File: src/rtl/lsu_if.sv
// rtl/lsu_if.sv - request/response and data-memory bus bundle for the load/store unit
interface lsu_if;
    logic        ip_req_valid;
    logic        op_req_ready;
    logic        ip_req_wr;
    logic [2:0]  ip_req_funct3;
    logic [31:0] ip_req_addr;
    logic [31:0] ip_req_wdata;
    logic        op_resp_valid;
    logic [31:0] op_resp_rdata;
    logic        op_resp_err;
    logic [31:0] op_data_addr;
    logic        op_data_wr;
    logic [3:0]  op_data_mask;
    logic [31:0] op_data_from_proc;
    logic        op_data_rd;
    logic        ip_data_valid;
    logic [31:0] ip_data_from_dmem;

    // Pipeline and memory side as seen by whoever drives the LSU
    modport master (
        output ip_req_valid, ip_req_wr, ip_req_funct3, ip_req_addr, ip_req_wdata,
        output ip_data_valid, ip_data_from_dmem,
        input  op_req_ready, op_resp_valid, op_resp_rdata, op_resp_err,
        input  op_data_addr, op_data_wr, op_data_mask, op_data_from_proc, op_data_rd
    );

    // The LSU itself
    modport slave (
        input  ip_req_valid, ip_req_wr, ip_req_funct3, ip_req_addr, ip_req_wdata,
        input  ip_data_valid, ip_data_from_dmem,
        output op_req_ready, op_resp_valid, op_resp_rdata, op_resp_err,
        output op_data_addr, op_data_wr, op_data_mask, op_data_from_proc, op_data_rd
    );
endinterface

File: src/rtl/lsu.sv
// rtl/lsu.sv - load/store unit driving a word-indexed data memory (optional LSU_TIMEOUT_EN access timeout)
module lsu #(
    parameter int unsigned TIMEOUT_CYCLES = 16
) (
    input  logic clk,
    input  logic rst_n,
    lsu_if.slave bus
);

    typedef enum logic [1:0] {IDLE, ACCESS, RESP} state_t;

    state_t      state;
    state_t      state_nxt;

    logic        wr_q;
    logic [2:0]  funct3_q;
    logic [1:0]  lane_q;
    logic        err_q;
    logic [31:0] rdata_q;
    logic [31:0] addr_q;
    logic [31:0] data_q;
    logic [3:0]  mask_q;

    logic        accept;
    logic        req_err;
    logic [3:0]  req_mask;
    logic [31:0] req_data;
    logic [7:0]  ld_byte;
    logic [15:0] ld_half;
    logic [31:0] ld_ext;
    logic        tmo_hit;

    assign accept = bus.ip_req_valid && (state == IDLE);

    // Alignment and legal-width check of the incoming request
    always_comb begin
        req_err = 1'b0;
        case (bus.ip_req_funct3)
            3'b000, 3'b100: req_err = 1'b0;
            3'b001, 3'b101: req_err = bus.ip_req_addr[0];
            3'b010:         req_err = |bus.ip_req_addr[1:0];
            default:        req_err = 1'b1;
        endcase
    end

    // Byte enables and lane-replicated store data for the incoming request
    always_comb begin
        req_mask = 4'b1111;
        req_data = bus.ip_req_wdata;
        case (bus.ip_req_funct3[1:0])
            2'b00: begin
                req_mask = 4'b0001 << bus.ip_req_addr[1:0];
                req_data = {4{bus.ip_req_wdata[7:0]}};
            end
            2'b01: begin
                req_mask = 4'b0011 << bus.ip_req_addr[1:0];
                req_data = {2{bus.ip_req_wdata[15:0]}};
            end
            default: begin
                req_mask = 4'b1111;
                req_data = bus.ip_req_wdata;
            end
        endcase
    end

    // Lane extraction and sign/zero extension of the returned memory word
    always_comb begin
        ld_byte = bus.ip_data_from_dmem[{lane_q, 3'b000} +: 8];
        ld_half = lane_q[1] ? bus.ip_data_from_dmem[31:16] : bus.ip_data_from_dmem[15:0];
        ld_ext  = 32'd0;
        case (funct3_q)
            3'b000:  ld_ext = {{24{ld_byte[7]}}, ld_byte};
            3'b001:  ld_ext = {{16{ld_half[15]}}, ld_half};
            3'b010:  ld_ext = bus.ip_data_from_dmem;
            3'b100:  ld_ext = {24'd0, ld_byte};
            3'b101:  ld_ext = {16'd0, ld_half};
            default: ld_ext = 32'd0;
        endcase
    end

`ifdef LSU_TIMEOUT_EN
    localparam int CW = $clog2(TIMEOUT_CYCLES + 1);

    logic [CW-1:0] tmo_cnt;

    // Count ACCESS cycles, restarting on every accepted request
    always_ff @(posedge clk or negedge rst_n) begin
        if (!rst_n) begin
            tmo_cnt <= '0;
        end else if (accept) begin
            tmo_cnt <= '0;
        end else if (state == ACCESS) begin
            tmo_cnt <= tmo_cnt + 1'b1;
        end
    end

    // A memory response on the last allowed cycle still completes normally
    assign tmo_hit = (state == ACCESS) && !bus.ip_data_valid &&
                     (tmo_cnt == CW'(TIMEOUT_CYCLES - 1));
`else
    logic timeout_unused;

    assign timeout_unused = (TIMEOUT_CYCLES != 0);
    assign tmo_hit        = 1'b0;
`endif

    // State register
    always_ff @(posedge clk or negedge rst_n) begin
        if (!rst_n) begin
            state <= IDLE;
        end else begin
            state <= state_nxt;
        end
    end

    // Next-state logic; errors skip the memory access entirely
    always_comb begin
        state_nxt = state;
        case (state)
            IDLE: begin
                if (accept) begin
                    state_nxt = req_err ? RESP : ACCESS;
                end
            end
            ACCESS: begin
                if (bus.ip_data_valid || tmo_hit) begin
                    state_nxt = RESP;
                end
            end
            RESP:    state_nxt = IDLE;
            default: state_nxt = IDLE;
        endcase
    end

    // Request latch at accept and load-data capture at the end of ACCESS
    always_ff @(posedge clk or negedge rst_n) begin
        if (!rst_n) begin
            wr_q     <= 1'b0;
            funct3_q <= 3'b000;
            lane_q   <= 2'b00;
            err_q    <= 1'b0;
            rdata_q  <= 32'd0;
            addr_q   <= 32'd0;
            data_q   <= 32'd0;
            mask_q   <= 4'd0;
        end else if (accept) begin
            wr_q     <= bus.ip_req_wr;
            funct3_q <= bus.ip_req_funct3;
            lane_q   <= bus.ip_req_addr[1:0];
            err_q    <= req_err;
            if (req_err) begin
                rdata_q <= 32'd0;
            end else begin
                addr_q <= {2'b00, bus.ip_req_addr[31:2]};
                mask_q <= req_mask;
                data_q <= req_data;
            end
        end else if (state == ACCESS) begin
            if (bus.ip_data_valid) begin
                rdata_q <= wr_q ? 32'd0 : ld_ext;
            end else if (tmo_hit) begin
                rdata_q <= 32'd0;
                err_q   <= 1'b1;
            end
        end
    end

    assign bus.op_req_ready      = (state == IDLE);
    assign bus.op_resp_valid     = (state == RESP);
    assign bus.op_resp_err       = (state == RESP) && err_q;
    assign bus.op_resp_rdata     = rdata_q;
    assign bus.op_data_rd        = (state == ACCESS) && !wr_q;
    assign bus.op_data_wr        = (state == ACCESS) && wr_q;
    assign bus.op_data_addr      = addr_q;
    assign bus.op_data_mask      = mask_q;
    assign bus.op_data_from_proc = data_q;

endmodule

File: src/flat_wrapper.sv
// flat-port wrapper written by rule: the top's interface ports become plain ports
module lsu_flat 
#(
    parameter int unsigned TIMEOUT_CYCLES = 16
)
  (clk, rst_n, bus_ip_req_valid, bus_ip_req_wr, bus_ip_req_funct3, bus_ip_req_addr, bus_ip_req_wdata, bus_ip_data_valid, bus_ip_data_from_dmem, bus_op_req_ready, bus_op_resp_valid, bus_op_resp_rdata, bus_op_resp_err, bus_op_data_addr, bus_op_data_wr, bus_op_data_mask, bus_op_data_from_proc, bus_op_data_rd);
  lsu_if bus_i ();
  input  logic clk;
  input  logic rst_n;
  input wire logic [$bits(bus_i.ip_req_valid)-1:0] bus_ip_req_valid;
  input wire logic [$bits(bus_i.ip_req_wr)-1:0] bus_ip_req_wr;
  input wire logic [$bits(bus_i.ip_req_funct3)-1:0] bus_ip_req_funct3;
  input wire logic [$bits(bus_i.ip_req_addr)-1:0] bus_ip_req_addr;
  input wire logic [$bits(bus_i.ip_req_wdata)-1:0] bus_ip_req_wdata;
  input wire logic [$bits(bus_i.ip_data_valid)-1:0] bus_ip_data_valid;
  input wire logic [$bits(bus_i.ip_data_from_dmem)-1:0] bus_ip_data_from_dmem;
  output wire logic [$bits(bus_i.op_req_ready)-1:0] bus_op_req_ready;
  output wire logic [$bits(bus_i.op_resp_valid)-1:0] bus_op_resp_valid;
  output wire logic [$bits(bus_i.op_resp_rdata)-1:0] bus_op_resp_rdata;
  output wire logic [$bits(bus_i.op_resp_err)-1:0] bus_op_resp_err;
  output wire logic [$bits(bus_i.op_data_addr)-1:0] bus_op_data_addr;
  output wire logic [$bits(bus_i.op_data_wr)-1:0] bus_op_data_wr;
  output wire logic [$bits(bus_i.op_data_mask)-1:0] bus_op_data_mask;
  output wire logic [$bits(bus_i.op_data_from_proc)-1:0] bus_op_data_from_proc;
  output wire logic [$bits(bus_i.op_data_rd)-1:0] bus_op_data_rd;
  assign bus_i.ip_req_valid = bus_ip_req_valid;
  assign bus_i.ip_req_wr = bus_ip_req_wr;
  assign bus_i.ip_req_funct3 = bus_ip_req_funct3;
  assign bus_i.ip_req_addr = bus_ip_req_addr;
  assign bus_i.ip_req_wdata = bus_ip_req_wdata;
  assign bus_i.ip_data_valid = bus_ip_data_valid;
  assign bus_i.ip_data_from_dmem = bus_ip_data_from_dmem;
  assign bus_op_req_ready = bus_i.op_req_ready;
  assign bus_op_resp_valid = bus_i.op_resp_valid;
  assign bus_op_resp_rdata = bus_i.op_resp_rdata;
  assign bus_op_resp_err = bus_i.op_resp_err;
  assign bus_op_data_addr = bus_i.op_data_addr;
  assign bus_op_data_wr = bus_i.op_data_wr;
  assign bus_op_data_mask = bus_i.op_data_mask;
  assign bus_op_data_from_proc = bus_i.op_data_from_proc;
  assign bus_op_data_rd = bus_i.op_data_rd;
  lsu #(.TIMEOUT_CYCLES(TIMEOUT_CYCLES)) u_core (.clk(clk), .rst_n(rst_n), .bus(bus_i));
endmodule
File: config.mk
export PLATFORM = sky130hd
export DESIGN_NAME = lsu_flat
export DESIGN_NICKNAME = d
export VERILOG_FILES = /design/src/rtl/lsu_if.sv /design/src/rtl/lsu.sv /design/src/flat_wrapper.sv
export SDC_FILE = /design/constraint.sdc
export NUM_CORES = 1
export LEC_CHECK = 0
export CORE_MARGIN = 8
export CORE_UTILIZATION = 30
export DETAILED_ROUTE_END_ITERATION = 10
export PLACE_DENSITY_LB_ADDON = 0.05
export SYNTH_ARGS = -nofsm -noshare
export SYNTH_HDL_FRONTEND = slang
export SYNTH_SLANG_ARGS = --single-unit
File: constraint.sdc
create_clock -name clk -period 1.95 [get_ports clk]
set_input_delay 0.585 -clock clk [delete_from_list [all_inputs] [get_ports clk]]
set_output_delay 0.585 -clock clk [all_outputs]
set_load 0.02 [all_outputs]
==> metrics.sh, run 1 <==
RUN_STATUS='finished, final reports clean'
WORST-ENDPOINT-ARRIVAL_PS=1330
TIMING.FINAL.MAX_SLEW_VIOLATIONS=0
FIN_CRIT_SH=0.981
CLKPWRFRAC=0.224
LEADING_POST_SYNTHESIS_CELLS_BY_CELL_AREA='sky130_fd_sc_hd__dfrtp_1 (56%), sky130_fd_sc_hd__nand2_1 (11%), sky130_fd_sc_hd__mux2i_1 (5.1%)'
SYN-INSTANCE-COUNT=462
TOTAL_OF_WARNINGS_RAISED_BY_YOSYS=0
CLOCK_TREE.BUFFER_DEPTH=2
IO_PINS=209
CLOCK_TREE.HTREE_LEVEL_COUNT=3
POWER.DENSITY_CELL_AREA_nW_PER_UM2=1120
FLOORPLAN.CORE_AREA_UM2=15700
SLOWEST_STAGE='sky130_fd_sc_hd__clkdlybuf4s50_1'
CRITICAL_PATH_BUF_INV_COUNT=1
CLOCKROOTBUFFER='sky130_fd_sc_hd__clkbuf_16'
GRT_USAGE=0.162
CP_SLOWEST_STAGE_DELAY_PS=610
CLKSINKCOUNT=107
TOTAL_POWER_W=0.00876
SETUP_VIOL=0
LAYOUT_AREA_GROWTH_OVER_SYNTHESIS_PCT=65.1
CTS_MADE_BUFFERS=9
VIA_PER_INST=4.69
SYNTH_AREA_UM2=4750
FMAX_MHz=523
FILLER_CELL_COUNT=1463
PWR-SHARE-COMB=0.412
POSTLAYOUTSETUPSLACKWORST_PS=36.7
PLACE.DETAILED.HPWL_UM=12400
PERIOD_MINUS_SLACK_PS=1910
SEQ_AREA_FRAC_SYNTH=0.563
NUMBER_OF_I_O_PORT_BUFFERS=206
SYN_AVG_CELL_AREA_UM2=10.3
ROUTED-VIA-COUNT=4279
CAP_VIOLATIONS=0
WORSTPATHCELLLIST='clkdlybuf4s50_1'
LAYOUT.CELLS.MOST_COMMON_LIST='sky130_fd_sc_hd__nand2_1 (143), sky130_fd_sc_hd__clkdlybuf4s50_1 (133), sky130_fd_sc_hd__dfrtp_1 (107)'
SYNTH-EDFF-COUNT=0
SWSHARE=0.350
P_SWITCHING_W=0.00307
DRT-TOTAL-WL_UM=16200
CTS_TREE='done'
GRT_START_MAX_NET_PINS=57
CLOCK_LATENCY_PS=350
FIRSTDRTPASSITERS=6
END_KIND='output pin'
FLOORPLAN.DIE_AREA_UM2=20100
DIE_HEIGHT_UM=142
YOSYS.CELL_TYPES.COUNT=40
CRITICAL_PATH_CLASS='reg -> out'
SHARE_SEQ_OF_TOTAL_POWER=0.363
GP_CONGESTION=0.809
CTS_HOLD_BUF=0
DESIGN.FINAL.NETS=795
DETAIL-ROUTE-ANTENNA-NETS=0
CRITICAL_PATH_REQUIRED_PS=1360
WORST_SLEW_MARGIN_REL=0.598
WORSTPATHMAXFANOUT=2
CLOCK-SKEW-FINAL_PS=9.56
DIE_WIDTH_UM=142
SYNTHDOMINANTAREACELLTYPE='sky130_fd_sc_hd__dfrtp_1'
ROWS=46
NUMBER_OF_GLOBAL_ROUTE_VIAS_BEFORE_REPAIR=4549
CLKSLEWWORSTSETUPHOLDPATHS_PS=70
INITIAL_UTILIZATION=0.304
SYNTH-SEQ-CELLS=107
SYNTH-ASYNC-RESET-RATIO=1.00
START_KIND='flip-flop'
SYNTH_TOP_FLOP_CELL='sky130_fd_sc_hd__dfrtp_1'
WHS_PS=117
ROUTED_WIRE_LENGTH_PER_INSTANCE_UM=17.8
GR-TOTAL-OVERFLOW=0
SHARE_OF_FINAL_LAYOUT_STANDARD_CELLS_STRONGER_THAN_DRIVE_STRENGTH_1=0.139
VDD_IR_DROP_MAX_V=0.000490
REPORT.FINAL.HOLD_VIOL_COUNT=0
WORST_SLEW_PIN_SLEW_PS=601
DETAILEDPLACE.WORSTSLACK_PS=-689
CRITICAL-PATH-TOP-DELAY-FAMILY='buffers and inverters'
P_INT_W=0.00570
CELLLEAKAGEPOWER_nW=4.23
YOSYSTOPAREACELLSHARE=0.563
INSERTEDDIODECOUNT=0
DRTITER0DRC=194
FINAL_COMMON_CELL='sky130_fd_sc_hd__nand2_1'
ANTENNA_FOUND_INITIAL=0
DRCVIOLATIONCOUNT=0
GRT_FIRST_PASS_WIRELENGTH_UM=25600
HP-CLASS='in -> async'
-- metrics by stage --
stage / TNS [ps] / instances / cell area (um2) / utilization
2_1_floorplan: 0 / 463 / 4760 / -
3_3_place_gp: -31630 / 893 / 7350 / 0.469
3_5_place_dp: -31920 / 893 / 7350 / 0.469
4_1_cts: -35.8 / 912 / 7710 / 0.493
5_1_grt: -0.497 / 912 / 7840 / 0.501
6_report: 0 / 912 / 7840 / 0.501
-- worst reg2reg max path, cell delays in order (launching register included) --
cell and delay, ps:
sky130_fd_sc_hd__dfrtp_1 390, sky130_fd_sc_hd__mux4_2 540, sky130_fd_sc_hd__buf_4 160, sky130_fd_sc_hd__and2_4 140, sky130_fd_sc_hd__buf_4 150, sky130_fd_sc_hd__a221oi_2 190
sky130_fd_sc_hd__o2bb2ai_1 90
-- per-layer routing --
layer / global-route usage / up-vias / wire (um)
met2: 0.247 / 157 / 7460
met3: 0.0743 / 11 / 1610
li1: - / 2051 / -
met1: 0.206 / 2060 / 6970
met5: 0 / - / 0
met4: 0.0367 / 0 / 194
-- sequential cells by signal (all words and copies together) (netlist names) --
register and flops:
u_core.bus.op_data_addr 30, u_core.bus.op_data_from_proc 32, u_core.bus.op_data_mask 4, u_core.bus.op_resp_rdata 32, u_core.err_q 1, u_core.funct3_q 3, u_core.lane_q 2, u_core.state 2
u_core.wr_q 1
-- area by class of cell --
class / instances / area, um2 / area share
inverters: 4 / 15.0 / 0.00191
repair buffers: 251 / 2600 / 0.332
multi-input cells: 318 / 1960 / 0.250
clock buffers: 10 / 229 / 0.0292
flip-flops and latches: 107 / 2680 / 0.341
well taps: 216 / 270 / 0.0345
clock inverters: 6 / 88.8 / 0.0113
-- Yosys cell counts (all sizes together), types with 3 or more instances --
| cell type | instances |
|---|---|
| a21oi | 12 |
| clkbuf | 15 |
| a221o | 16 |
| o2bb2ai | 14 |
| inv | 4 |
| nand3b | 3 |
| mux2i | 24 |
| nor2 | 18 |
| nor3b | 3 |
| nor2b | 3 |
| nand2 | 144 |
| dfrtp | 107 |
| and2 | 3 |
| a221oi | 7 |
| buf | 19 |
| a222oi | 7 |
| mux2 | 15 |
| a31oi | 3 |
| o21ai | 28 |
-- path summary, 6_finish.rpt --
check / from / to / slack [ps] / cells past startpoint
setup / recovery: u_core.bus.op_resp_rdata[4]$_DFFE_PN0P_ / bus_op_resp_rdata[4] / 40 / 1
hold / removal: rst_n / u_core.bus.op_data_from_proc[22]$_DFFE_PN0P_ / 120 / 1
setup reg to reg: u_core.lane_q[1]$_DFFE_PN0P_ / u_core.bus.op_resp_rdata[9]$_DFFE_PN0P_ / 170 / 6
hold reg to reg: u_core.bus.op_data_from_proc[5]$_DFFE_PN0P_ / u_core.bus.op_data_from_proc[5]$_DFFE_PN0P_ / 480 / 2
max in group asynchronous: rst_n / u_core.bus.op_resp_rdata[14]$_DFFE_PN0P_ / 1310 / 2
min in group clk: u_core.bus.op_data_from_proc[5]$_DFFE_PN0P_ / u_core.bus.op_data_from_proc[5]$_DFFE_PN0P_ / 480 / 2
-- power groups by stage --
stage | Clock (W) | Sequential [W] | Combinational, W
after floorplan | 0 | 0.00389 | 0.00104
after global placement | 0 | 0.00322 | 0.00367
after detailed placement | 0 | 0.00323 | 0.00371
after CTS | 0.00204 | 0.00320 | 0.00373
after global routing | 0.00213 | 0.00327 | 0.00389
final | 0.00197 | 0.00318 | 0.00361
-- cell families after synthesis --
group / Yosys count / share of synthesized area
compound gates: 96 / 0.153
buf+inv: 38 / 0.0384
flops: 107 / 0.563
mux: 40 / 0.0908
other cells: 1 / 0.000789
simple gates: 180 / 0.154
-- repair_timing --
action,in CTS,in global routing
pin swaps,1,0
cloned,0,0
resized for setup,35,62
buffers inserted,3,0
endpoints found under the setup margin,39,124
Note: power is estimated with default switching activity, not from simulation.
==> inputs of run 2 (changes only) <==
--- a/config.mk
+++ b/config.mk
@@ -9,6 +9,7 @@
 export CORE_UTILIZATION = 30
 export DETAILED_ROUTE_END_ITERATION = 10
 export PLACE_DENSITY_LB_ADDON = 0.05
+export SLEW_MARGIN = 20
 export SYNTH_ARGS = -nofsm -noshare
 export SYNTH_HDL_FRONTEND = slang
 export SYNTH_SLANG_ARGS = --single-unit
==> results of run 2 <==
The final DEF is identical to that of run 1; final timing and power are the same.
